**src/rtl/pin_walk_pkg.sv**
```systemverilog
// Shared types for the pin walk scanner: mode/direction/state enums and the checkerboard pattern helper.
package pin_walk_pkg;

    localparam int unsigned CHK_MAX_W = 64;

    typedef enum logic [1:0] {
        WALK_LOW     = 2'd0,
        WALK_HIGH    = 2'd1,
        PINGPONG_LOW = 2'd2,
        CHECKER      = 2'd3
    } mode_e;

    typedef enum logic {
        DIR_UP   = 1'b0,
        DIR_DOWN = 1'b1
    } dir_e;

    typedef enum logic {
        ST_IDLE = 1'b0,
        ST_RUN  = 1'b1
    } state_e;

    // Even positions drive ...1010 (pin 0 low), odd positions the inverse.
    function automatic logic [CHK_MAX_W-1:0] checker_pat(input logic odd);
        logic [CHK_MAX_W-1:0] p;
        p = {(CHK_MAX_W/2){2'b10}};
        return odd ? ~p : p;
    endfunction

endpackage

```
**src/rtl/pin_walk_prescaler.sv**
```systemverilog
// Step-rate prescaler: counts 0..div and flags the last cycle of each step period.
module pin_walk_prescaler #(
    parameter int unsigned DIV_W = 21
) (
    input  logic             clk,
    input  logic             rst_n,
    input  logic             en,
    input  logic [DIV_W-1:0] div,
    output logic             tick
);

    logic [DIV_W-1:0] cnt;
    logic [DIV_W-1:0] div_q;

    // div is captured while idle (so the start value is held) and again at every step boundary.
    always_ff @(posedge clk or negedge rst_n) begin
        if (!rst_n) begin
            cnt   <= '0;
            div_q <= '0;
        end else if (!en) begin
            cnt   <= '0;
            div_q <= div;
        end else if (cnt == div_q) begin
            cnt   <= '0;
            div_q <= div;
        end else begin
            cnt   <= cnt + DIV_W'(1);
        end
    end

    assign tick = en && (cnt == div_q);

endmodule

```
**src/rtl/pin_walk_scanner.sv**
```systemverilog
// Board bring-up pin walker: one active pin swept across a pad bank at a programmable rate.
// Optional pad readback fault checker enabled with `define PIN_WALK_READBACK_EN.
module pin_walk_scanner
    import pin_walk_pkg::*;
#(
    parameter  int unsigned WIDTH = 21,
    parameter  int unsigned DIV_W = 21,
    localparam int unsigned POS_W = $clog2(WIDTH)
) (
    input  logic             clk,
    input  logic             rst_n,
    input  logic             en,
    input  logic [1:0]       mode,
    input  logic [DIV_W-1:0] div,
    output logic [WIDTH-1:0] pin_out,
    output logic [WIDTH-1:0] pin_oe,
    output logic [POS_W-1:0] pos,
    output logic             step,
    output logic             wrap
`ifdef PIN_WALK_READBACK_EN
    ,
    input  logic [WIDTH-1:0] pin_in,
    input  logic             clr,
    output logic [WIDTH-1:0] fault,
    output logic             fault_any
`endif
);

    localparam logic [POS_W-1:0] LAST_POS = POS_W'(WIDTH - 1);

    state_e           state;
    mode_e            mode_q;
    dir_e             dir;
    logic             tick;

    logic [POS_W-1:0] nxt_pos;
    dir_e             nxt_dir;
    logic             nxt_wrap;
    logic [POS_W-1:0] tgt_pos;
    mode_e            tgt_mode;
    logic [WIDTH-1:0] oe_n;
    logic [WIDTH-1:0] out_n;
    logic [WIDTH-1:0] onehot;
    logic [CHK_MAX_W-1:0] chk;

    pin_walk_prescaler #(.DIV_W(DIV_W)) u_prescaler (
        .clk   (clk),
        .rst_n (rst_n),
        .en    (en && (state == ST_RUN)),
        .div   (div),
        .tick  (tick)
    );

    // Next position; ping-pong turns at the far end without repeating end pins.
    always_comb begin
        nxt_pos  = pos;
        nxt_dir  = dir;
        nxt_wrap = 1'b0;
        if (mode_q == PINGPONG_LOW) begin
            if (dir == DIR_UP && pos != LAST_POS) begin
                nxt_pos = pos + POS_W'(1);
            end else begin
                nxt_pos = pos - POS_W'(1);
                nxt_dir = DIR_DOWN;
            end
        end else if (pos == LAST_POS) begin
            nxt_pos = '0;
        end else begin
            nxt_pos = pos + POS_W'(1);
        end
        if (nxt_pos == '0) begin
            nxt_wrap = 1'b1;
            nxt_dir  = DIR_UP;
        end
    end

    // Pattern for the position/mode about to be loaded.
    always_comb begin
        tgt_pos  = nxt_pos;
        tgt_mode = nxt_wrap ? mode_e'(mode) : mode_q;
        if (state == ST_IDLE) begin
            tgt_pos  = '0;
            tgt_mode = mode_e'(mode);
        end
        onehot = WIDTH'(1) << tgt_pos;
        chk    = checker_pat(tgt_pos[0]);
        oe_n   = onehot;
        out_n  = '0;
        case (tgt_mode)
            WALK_HIGH: out_n = onehot;
            CHECKER: begin
                oe_n  = '1;
                out_n = chk[WIDTH-1:0];
            end
            default: out_n = '0;
        endcase
    end

    always_ff @(posedge clk or negedge rst_n) begin
        if (!rst_n) begin
            state   <= ST_IDLE;
            mode_q  <= WALK_LOW;
            dir     <= DIR_UP;
            pos     <= '0;
            pin_oe  <= '0;
            pin_out <= '0;
            step    <= 1'b0;
            wrap    <= 1'b0;
        end else if (!en) begin
            state   <= ST_IDLE;
            dir     <= DIR_UP;
            pos     <= '0;
            pin_oe  <= '0;
            pin_out <= '0;
            step    <= 1'b0;
            wrap    <= 1'b0;
        end else begin
            case (state)
                ST_IDLE: begin
                    state   <= ST_RUN;
                    mode_q  <= tgt_mode;
                    dir     <= DIR_UP;
                    pos     <= '0;
                    pin_oe  <= oe_n;
                    pin_out <= out_n;
                    step    <= 1'b0;
                    wrap    <= 1'b0;
                end
                default: begin
                    step <= tick;
                    wrap <= tick && nxt_wrap;
                    if (tick) begin
                        pos     <= nxt_pos;
                        dir     <= nxt_dir;
                        pin_oe  <= oe_n;
                        pin_out <= out_n;
                        if (nxt_wrap) begin
                            mode_q <= tgt_mode;
                        end
                    end
                end
            endcase
        end
    end

`ifdef PIN_WALK_READBACK_EN
    logic [WIDTH-1:0] sync1;
    logic [WIDTH-1:0] sync2;
    logic [WIDTH-1:0] set_mask;
    logic [WIDTH-1:0] fault_n;

    always_ff @(posedge clk or negedge rst_n) begin
        if (!rst_n) begin
            sync1 <= '0;
            sync2 <= '0;
        end else begin
            sync1 <= pin_in;
            sync2 <= sync1;
        end
    end

    // Short periods are skipped so the pads and synchroniser have settled before sampling.
    always_comb begin
        set_mask = '0;
        if (state == ST_RUN && tick && div >= DIV_W'(3)) begin
            set_mask = pin_oe & (sync2 ^ pin_out);
        end
        fault_n = (clr ? '0 : fault) | set_mask;
    end

    always_ff @(posedge clk or negedge rst_n) begin
        if (!rst_n) begin
            fault     <= '0;
            fault_any <= 1'b0;
        end else begin
            fault     <= fault_n;
            fault_any <= |fault_n;
        end
    end
`endif

endmodule

```
**config.mk**
```make
export PLATFORM = sky130hd
export DESIGN_NAME = pin_walk_scanner
export DESIGN_NICKNAME = d
export VERILOG_FILES = /design/src/rtl/pin_walk_pkg.sv /design/src/rtl/pin_walk_prescaler.sv /design/src/rtl/pin_walk_scanner.sv
export SDC_FILE = /design/constraint.sdc
export NUM_CORES = 1
export LEC_CHECK = 0
export CORE_MARGIN = 4
export CORE_UTILIZATION = 45
export CTS_CLUSTER_DIAMETER = 120
export DETAILED_ROUTE_END_ITERATION = 8
export PLACE_DENSITY = 0.72
export RECOVER_POWER = 25
export SETUP_SLACK_MARGIN = 0.1
export SLEW_MARGIN = 20
export SYNTH_ARGS = -nofsm -noshare
export SYNTH_HDL_FRONTEND = slang
export SYNTH_HIERARCHICAL = 1
export SYNTH_SLANG_ARGS = --single-unit
```
**constraint.sdc**
```tcl
create_clock -name clk -period 2.85 [get_ports clk]
set_clock_uncertainty 0.15 [all_clocks]
set_input_delay 0.57 -clock clk [delete_from_list [all_inputs] [get_ports clk]]
set_output_delay 0.57 -clock clk [all_outputs]
set_load 0.01 [all_outputs]
```
# Word level (Yosys, flattened, before mapping)
# Cells that the tools add are included.
# op_classes
add_sub_neg	3
n_mul	0
n_div	0
n_lt_le_gt_ge	0
n_eq_ne	12
n_shift	1
muxes	37
bitwise	1
n_reduce_logical	7
# ops
cell	count
two-way mux 21 bit	12
case mux 21 bit (2 select lines)	1
two-way mux 5 bit	7
adder 21 x 1 -> 21 bit (second input constant)	1
== test 21 bit	1
left shift 1 x 5 -> 21 bit (first input constant)	1
two-way mux 1 bit	12
two-way mux 2 bit	5
AND reduction 3 bit	2
adder 5 x 1 -> 5 bit (second input constant)	1
== test 5 bit (second input constant)	1
logical NOT 5 bit	1
!= test 5 bit (second input constant)	1
subtractor 5 x 1 -> 5 bit (second input constant)	1
== test 2 bit (second input constant)	2
logical AND 1 bit	4
!= test 2 x 1 -> 1 bit (second input constant)	2
!= test 4 x 2 -> 1 bit (second input constant)	1
!= test 4 x 3 -> 1 bit (second input constant)	1
!= test 3 x 2 -> 1 bit (second input constant)	1
== test 2 x 1 -> 1 bit (second input constant)	1
!= test 2 bit (second input constant)	1
NOT 1 bit	1
# totals
register_bits	95
latchBits	0
ram_bits	0
mem_bits_ro	0
input_bits	26
n_memories	0

# Longest topological paths before layout
# Gate-level depths: netlist of the first run.
# logic_depth
depth_word	13
mapped_depth	11

# Cells and area by module
# Netlist of the first run, hierarchy kept.
# modules_own_cells
mod	instances	cells_each	area_each_um2
pin_walk_scanner	1	244	2608.8
pin_walk_prescaler	1	173	2003.2

# Worst setup path after synthesis of the first run
# No wires, ideal clock.
# synth_timing
kind	register -> register
startpoint	reg pos[0]
endpoint	reg pin_out[6]
t_arrival_ps	2659
slack_ps	-42
path_stages_with_launch	12
n_path_buf	1
synth_period_minus_slack_ps	2892
path_cell_list	dfrtp_1 inv_1 ha_1 and4b_4 o21ai_2 o22ai_2 a2111o_1 nand2_2 mux2_4 buf_4 a2bb2oi_1 o21ai_0
# synth_between
elab_chain_len	13
# synth_lines
item	line_no	text
start: declaration	pin_walk_scanner.sv:17	output logic [POS_W-1:0] pos,
start signal: assignment	pin_walk_scanner.sv:133	pos <= nxt_pos;
parallel branches: the longest is 3 deep, another holds adder 5 x 1 -> 5 bit	n/a	
two-way mux 5 bit *	pin_walk_scanner.sv:59	if (mode_q == PINGPONG_LOW) begin
logical NOT 5 bit	pin_walk_scanner.sv:71	if (nxt_pos == '0) begin
two-way mux 1 bit	pin_walk_scanner.sv:71	
two-way mux 2 bit	pin_walk_scanner.sv:80	tgt_mode = nxt_wrap ? mode_e'(mode) : mode_q;
two-way mux 2 bit	pin_walk_scanner.sv:81	if (state == ST_IDLE) begin
== test 2 bit / == test 2 x 1 -> 1 bit (equally long branches)	pin_walk_scanner.sv:89	case (tgt_mode)
case mux 21 bit (2 select lines) *	pin_walk_scanner.sv:89	
two-way mux 21 bit	pin_walk_scanner.sv:132	if (tick) begin
two-way mux 21 bit *	pin_walk_scanner.sv:118	case (state)
two-way mux 21 bit *	pin_walk_scanner.sv:109	end else if (!en) begin
end signal: assignment	pin_walk_scanner.sv:125	pin_out <= out_n;
end signal: assignment	pin_walk_scanner.sv:136	pin_out <= out_n;
end: declaration	pin_walk_scanner.sv:15	output logic [WIDTH-1:0] pin_out,
# Mark *: on every way between the ends. The select of a mux whose other input is x is not followed.
# A chain may end at the register's enable or synchronous reset.

# Worst setup path after layout of the first run
# layout_timing
startpoint	reg pos[0]
endpoint	reg pin_out[15]
# The elaborated chain is that of the path after synthesis.

==> results of run 1 <==
[area by class of cell]
type / count / area share [%]
clock buffer: 10 / 2.05
clock inverter: 6 / 0.926
inverter: 11 / 0.664
multi-input combinational: 294 / 36.8
sequential: 95 / 38.3
tap: 133 / 2.68
timing repair buffer: 124 / 18.6
[layer usage]
layer / global-route usage [%] / up-vias
met4: 5.79 / 0
met5: 0 / -
li1: - / 1761
met3: 3.49 / 19
met2: 33.4 / 132
met1: 25.0 / 1830
[worst max-delay path by stage]
stage	start	endpoint	slack (ns)	cells past startpoint
floorplan	pos[0]	pin_oe[11]	0.11	11
global placement	en	pin_out[2]	-0.009	8
detailed placement	en	pin_out[11]	-0.1	10
CTS	pos[1]	pin_out[15]	0.08	10
global route	pos[1]	pin_oe[12]	-0.06	11
finish	pos[0]	pin_out[15]	0.04	10
[what timing repair did]
item,CTS,global route
setup buffers,9,4
endpoints found under the setup margin,43,44
gates cloned,1,0
resized for setup,20,11
pin swaps,9,3
[synthesized netlist by cell type, types with 3 or more instances]
cell type / n
sky130_fd_sc_hd__clkbuf_1: 10
sky130_fd_sc_hd__o22ai_1: 6
sky130_fd_sc_hd__a211oi_1: 4
sky130_fd_sc_hd__xor2_1: 34
sky130_fd_sc_hd__nand4_1: 8
sky130_fd_sc_hd__a21o_1: 3
sky130_fd_sc_hd__buf_4: 5
sky130_fd_sc_hd__xnor2_1: 11
sky130_fd_sc_hd__a21oi_1: 6
sky130_fd_sc_hd__a221o_1: 23
sky130_fd_sc_hd__a2bb2oi_1: 3
sky130_fd_sc_hd__nand2_1: 31
sky130_fd_sc_hd__mux2i_1: 4
sky130_fd_sc_hd__nor3_1: 12
sky130_fd_sc_hd__a22oi_1: 6
sky130_fd_sc_hd__mux2_2: 22
sky130_fd_sc_hd__nor2_1: 41
sky130_fd_sc_hd__nor4_1: 5
sky130_fd_sc_hd__inv_1: 11
sky130_fd_sc_hd__a22o_1: 5
sky130_fd_sc_hd__nand3_1: 16
sky130_fd_sc_hd__o21ai_0: 12
sky130_fd_sc_hd__ha_1: 4
sky130_fd_sc_hd__dfrtp_1: 95
[state kept, by name, indices dropped and copies added (netlist names)]
register and count:
pin_out 21, pos 5, dir 1, state 1
step 1, wrap 1, u_prescaler/cnt 21, u_prescaler/div_q 21
mode_q 2, pin_oe 21
[through the flow]
stage          cell area (um2)  setup slack, ns  total power [mW]  hold slack (ns)
2_1_floorplan             4640            0.106              1.65            0.124
3_3_place_gp              5760         -0.00948              1.83            0.317
3_5_place_dp              5760          -0.0974              1.83            0.323
4_1_cts                   6160           0.0834              2.67           0.0346
5_1_grt                   6210          -0.0564              2.77            0.365
6_report                  6210           0.0387              2.64            0.337
[cell families after synthesis]
logic type	count (synthesis)
adder cells (fa/ha/maj)	4
XOR/XNOR	45
buffers and inverters	29
AO/OA/AOI/OAI	84
AND/OR/NAND/NOR	132
flip-flops	95
multiplexers	28
[worst max-delay path: stages, from the launching register on]
cell and delay (ns):
sky130_fd_sc_hd__dfrtp_2 0.44, sky130_fd_sc_hd__inv_2 0.09, sky130_fd_sc_hd__ha_4 0.15, sky130_fd_sc_hd__nand4b_1 0.24
sky130_fd_sc_hd__nand2_2 0.20, sky130_fd_sc_hd__o22ai_4 0.10, sky130_fd_sc_hd__a2111o_1 0.46, sky130_fd_sc_hd__nand2_4 0.12
sky130_fd_sc_hd__mux2_4 0.38, sky130_fd_sc_hd__nor3b_4 0.26, sky130_fd_sc_hd__a221o_1 0.14
[power by group through the flow]
| stage | registers (mW) | clock network (mW) | logic (mW) |
|---|---|---|---|
| finish | 1.45 | 0.818 | 0.372 |
| global placement | 1.48 | 0 | 0.347 |
| detailed placement | 1.48 | 0 | 0.354 |
| CTS | 1.45 | 0.843 | 0.370 |
| floorplan | 1.48 | 0 | 0.170 |
| global route | 1.46 | 0.904 | 0.405 |
[placed cells by master (no fill, tap or decap), types with 6 or more instances in the layout]
master and n:
sky130_fd_sc_hd__dfrtp_1 93, sky130_fd_sc_hd__clkdlybuf4s50_1 72, sky130_fd_sc_hd__buf_4 45, sky130_fd_sc_hd__nor2_1 39
sky130_fd_sc_hd__xor2_1 34, sky130_fd_sc_hd__nand2_1 30, sky130_fd_sc_hd__a221o_1 23, sky130_fd_sc_hd__mux2_2 23
sky130_fd_sc_hd__nand3_1 15, sky130_fd_sc_hd__xnor2_1 11, sky130_fd_sc_hd__o21ai_0 10, sky130_fd_sc_hd__inv_1 9
sky130_fd_sc_hd__clkbuf_8 9, sky130_fd_sc_hd__nor3_1 8, sky130_fd_sc_hd__nand4_1 8, sky130_fd_sc_hd__a22oi_1 6
==> results.txt, run 1 <==
- Effective utilization at floorplan: 46.8%
* Via count: 3742
- No sink is reached through more buffers than the 2 on the longest clock path.
- Of the synthesized area, sequential elements account for 51.5%.
- Post-Route Utilization: 63.0%
- The path with the worst hold slack has its endpoint at pin_oe[20].
* CTS Root Cell: sky130_fd_sc_hd__clkbuf_8
* Warning count from the yosys run: 6
- After clock tree synthesis, the flow added hold-fix buffers numbering 0.
- FILL cells: 766
* Number of placed cells counting well taps: 643
- Async set or reset register ratio after synthesis: 100%
* Fraction of power spent switching nets: 26.9%
* Routed length per placed instance: 16.6 um
* Gr usage total: 19.4%
* Post-synthesis average cell area: 11.1 um2
- Number of nets with antenna violations after detailed routing: 0
* Count of clock tree sinks: 95
- In this run, synthesis produced a sequential element count of 95.
* Combined area of all synthesized cells: 4610 um2
* Crit path required time: 3.00 ns
- By area, the combinational part of the netlist is dominated by compound AO/OA/AOI/OAI gates.
* Share of the cycle needed by the critical path after routing: 98.6%
- Critical path endpoint category: flip-flop
- Met3 wire length: 588 um
* Number of nets in the finished design: 565
* Length of routed wiring on met1: 4.63 mm
- Startpoint of the worst register-to-register path: pos[0]
- RSZ-0062 raised after global routing: yes
- Final setup viols: 0
- Hold Path Origin: pin_oe[20]
- sky130_fd_sc_hd__dfrtp_1 takes more of the synthesized area than any other cell.
- Of all nets on the critical path, the largest fanout is 7.
* Hold Crit Depth: 1
- Dividing total power by cell area gives a power density of 425 nW/um2.
* Worst reg2reg path endpoint: pin_out[15]
* Compound-cell area share of the yosys netlist: 14.9%
- Clock-pin slew was measured on the worst setup and hold paths at 0.10 ns.
* R2R Setup Slk: 0.04 ns
- Top Layer Used: met4
* Number of levels in the clock H-tree: 3
* Max Fclk: 356 MHz
- Internal power component: 1.93 mW
- The run finished, with violations left.
- Share of post-route cells with drive strength above 1: 23.1%
* Worst Max-Slew Pin Slew: 2.14 ns
- Number of unique standard cell types used by synthesis: 57
- RD Place Congestion: 0.839
- The min-delay analysis places its worst path in the category reg -> reg.
- Across the VDD grid, the largest voltage drop is 0.248 mV.
- Yosys mapped a number of flops with a built-in enable equal to 0.
* Worst reg-to-reg path cell count: 10
- Summing all flip-flop and latch instances after layout gives 2380 um2.
- DRC: 0
- The final reports fail on capacitance limit, slew limit.
- Summing all multi-input logic gate instances after layout gives 2290 um2.
- Of the post-synthesis cell area, the part taken by muxes is 6.81%.
- In this run the tightest slew margin relative to its limit is -42.7%.
- In this run, the number of DRC markers left after iteration 0 of detailed routing was 166.
- Router iterations before antenna repair: 5
* Number of standard cells in the final layout excluding fillers: 673
* Post-Synth Adder-Cell Area: 1.09%
- Ratio of routed vias to standard cells: 5.56
* Pin count of the biggest net entering global routing: 55
- Clk pwr share: 31.0%
- The core region is 9860 um2.
* DR WL met2: 5.77 mm
* Clock tree from TritonCTS: built
* Skew-Pair Late Insertion Delay: 0.36 ns
- Counting every instance in the synthesized netlist gives 417.
- Final global-route overflow total: 0
* Die outline width: 109 um
* Die Outline Area: 11900 um2
- The critical path is of the reg -> reg type.
- Top cell type's share of synthesized area: 51.5%
- Global-route wire length before repair: 18.3 mm
- Switching Power: 711 uW
- Registers are responsible for 55.0% of the overall power.
- Syn Nets: 447
- Among all flip-flop cells after synthesis, the most frequent one is sky130_fd_sc_hd__dfrtp_1.
- Antenna violations before repair: 0
- Worst Setup Start Kind: flip-flop
* Port Buf Inserts: 74
- Total half-perimeter wirelength after legalization and detailed placement: 7.84 mm
* Final hold vios: 0
- Arrival time of the worst setup path: 2.96 ns
- Relative contribution of combinational cells to total power: 14.1%
* Count of boundary I/O pins: 75
- Time the final worst path needs with I/O delays and setup: 2.81 ns
- The final count of pins violating max slew is 43.
- The synthesized netlist devotes 14.0% of its cell area to simple gates.
- By area the synthesized netlist is led by sky130_fd_sc_hd__dfrtp_1 52%, sky130_fd_sc_hd__xor2_1 6.5%, sky130_fd_sc_hd__mux2_2 5.4%.
- Setup total negative slack on the finished layout was measured at 0 ns.
- Max-cap check violation count: 1
* Leakage power total: 2.68 nW
- Site Rows: 36
* Via count of the first global-routing pass: 3712
- Count of inserted antenna diode cells: 0
- Relative to the synthesized area, the layout overhead comes to 34.8%.
- CTS buffer count: 9
- XOR/XNOR Fraction of Synth Area: 8.55%
* Height of the die: 109 um
- After detailed routing, the total wire length is 11.2 mm.
Power figures use the tool's default switching activity.
==> run 2: changes to the inputs <==
- ABC_CLOCK_PERIOD_IN_PS: unset -> 2750
- PLACE_DENSITY: 0.72 -> 0.69
- clock period: 2.85 -> 2.75 ns (I/O delays scaled with it)
==> run 2 against run 1 <==
  * Combinational power increased by 12%
  * Die area unchanged
  * The run ends with setup timing left
  * Clock power increased by 4.2%
  * Core utilization increased by 0.88 points
  * Critical path depth increased by 2
  * Global-route usage increased by 0.38 points
  * Flip-flop and latch count unchanged
  * Hold slack got worse by 0.068 ns
  * First-iteration DRC count decreased by 1.8%
==> results.txt, run 2 (synthesis gave the netlist of run 1 again) <==
- Max-cap check violation count: 0 (-1)
* Power after layout: 2.77 mW (+4.8%)
- Library cell appearing most often on the critical path: sky130_fd_sc_hd__buf_4
- Pin count of the biggest net entering global routing: 50 (-9.1%)
- The starting density of the core is 46.8% (unchanged).
* Area of the multi-input gates: 2250 um2 (-1.4%)
- The final-layout setup total negative slack came to -0.183 ns (-0.183 ns).
- Clock Tree Buf Depth: 2 (unchanged)
* Setup slack of the critical path after layout: -0.0386 ns (-0.0773 ns)
- Max Fclk: 359 MHz (+0.81%)
- Worst Max-Slew Pin Slew: 1.26 ns (-0.881 ns)
- Ratio of routed vias to standard cells: 5.50 (-1.1%)
- Logic depth of the worst setup path including buffers: 12 (+2)
- The data arrival time of the critical path came to 2.90 ns (-0.06 ns).
- Slew HR: 16.0% (+59 points)
* 1st-iter DRT viols: 163 (-1.8%)
- CTS buffer count: 9 (unchanged)
- The final design area excluding fillers came to 6300 um2 (+1.4%).
* Drt total wl: 11.4 mm (+1.7%)
* Clock tree from TritonCTS: built
* Worst-path clk slew: 0.10 ns (about the same)
- Number of nets in the finished design: 582 (+3.0%)
- The count of antenna diodes in the layout is 0 (unchanged).
- The delay of the slowest cell on the worst path is 0.42 ns (-0.04 ns).
* Largest fanout on the critical path: 9 (+2)
* Routed length per placed instance: 16.5 um (-0.77%)
- Count of clock tree sinks: 95 (unchanged)
- Max-slew violations: 0 (-100%)
- The detailed-route via count was 3793 (+1.4%).
- Die outline width: 109 um (unchanged)
- The buffers plus inverters on the worst setup path was 3 (+2).
- Global-route wire length before repair: 18.2 mm (-0.26%)
- Die Outline Area: 11900 um2 (unchanged)
- Share of the cycle needed by the critical path after routing: 101% (+2.8 points)
- Worst reg-to-reg path cell count: 12 (+2)
* Number of nets with antenna violations after detailed routing: 0 (unchanged)
- The deepest level of the CTS H-tree was 3 (unchanged).
- DRC: 0 (unchanged)
* RD Place Congestion: 0.846 (+0.77%)
- Via count of the first global-routing pass: 3715 (+0.081%)
- Share of post-route cells with drive strength above 1: 25.0% (+1.8 points)
* Leakage power total: 2.76 nW (+3.0%)
* Cell family with most CP delay: compound AO/OA/AOI/OAI gates
* Site Rows: 36 (unchanged)
* Max IR drop VDD: 0.325 mV (+31%)
* RSZ-0062 raised after global routing: yes
- Time the final worst path needs with I/O delays and setup: 2.79 ns (-0.0227 ns)
- Most frequent cells in the layout: 93 x sky130_fd_sc_hd__dfrtp_1, 72 x sky130_fd_sc_hd__clkdlybuf4s50_1, 61 x sky130_fd_sc_hd__buf_4
* Area taken by flip-flops and latches: 2380 um2 (unchanged)
* Height of the die: 109 um (unchanged)
- Skew-Pair Late Insertion Delay: 0.38 ns (+0.02 ns)
* CTS Root Cell: sky130_fd_sc_hd__clkbuf_8
- From synthesis to final layout, the design area changed by 36.6%.
* Setup WS pre-CTS: -0.213 ns (-0.116 ns)
- The final reports fail on setup timing.
* Final hold vios: 0 (unchanged)
- Gr usage total: 19.8% (+0.38 points)
- The required time of the critical path was 2.86 ns (-0.14 ns).
- Antenna violations before repair: 0 (unchanged)
* Worst hold path class: in -> async
- The count of input and output buffers was 74 (unchanged).
- The worst setup path is launched from a flip-flop.
- The minimum hold slack came to 0.269 ns (-0.0681 ns).
- The HPWL after detailed placement is 8.37 mm (+6.7%).
* Final global-route overflow total: 0 (unchanged)
* Final setup viols: 9 (+9)
- The total placed instance area came to 5950 um2 (+3.3%).
* Critical path endpoint category: flip-flop
* Status: complete, but fails checks
- Slowest cell on crit path: sky130_fd_sc_hd__a2111o_1
- The power density of the placed cells came to 440 nW/um2 (+3.4%).
- Router iterations before antenna repair: 5 (unchanged)
- The utilization after layout was 63.9% (+0.88 points).
- Core outline area: 9860 um2 (unchanged)
- Count of boundary I/O pins: 75 (unchanged)
- Traced cell by cell, the critical path runs through inv_2 > ha_4 > and4b_4 > o21ai_4 > o22ai_2 > a2111o_1 > nand2_2 > buf_4 > mux2i_4 > or2_1 > buf_4 > o21ai_0.
- The library cell used most frequently in the layout, excluding fill and tap cells, is sky130_fd_sc_hd__dfrtp_1.
- The post-layout instance count excluding filler cells came to 690 (+2.5%).
- The fill cell total of the finished layout was 787 (+2.7%).
* Number of placed cells counting well taps: 666 (+3.6%)
- Kind of critical path: reg -> reg
- R2R Setup Slk: -0.04 ns (-0.08 ns)
-- run 2: layer usage --
metal	vias to the layer above	global-route usage, %	wire length, um
met5	-	0	0
met4	0	7.66	309
met3	30	3.67	617
met2	121	33.6	5830
met1	1844	25.1	4620
li1	1798	-	-
-- run 2: cell type report --
type / instances / share of cell area [%]
Sequential cell: 95 / 37.8
Timing Repair Buffer: 141 / 20.4
Clock buffer: 10 / 2.03
Tap cell: 133 / 2.64
Multi-Input combinational cell: 294 / 35.8
Inverter: 11 / 0.655
Clock inverter: 6 / 0.695
-- run 2: path summary, 6_finish.rpt --
path	start	to
worst max-delay path	pos[0]	pin_out[11]
worst min-delay path	rst_n	pin_out[13]
worst max register to register	pos[0]	pin_out[11]
worst min register to register	pin_oe[20]	pin_oe[20]
max in group asynchronous	rst_n	pos[0]
min in group clk	pin_oe[20]	pin_oe[20]
-- run 2: power breakdown --
group | switching (mW) | internal, mW | total (mW)
Clock | 0.518 | 0.334 | 0.852
Combinational | 0.196 | 0.221 | 0.417
Sequential | 0.0435 | 1.46 | 1.50
Total | 0.758 | 2.01 | 2.77
-- run 2: timing repair --
action,CTS,global route
resized for setup,9,16
endpoints found under the setup margin,42,44
buffers inserted,4,3
pin swaps,5,4
gates cloned,1,0
endpoints found under the hold margin,0,0
hold buffers,0,0
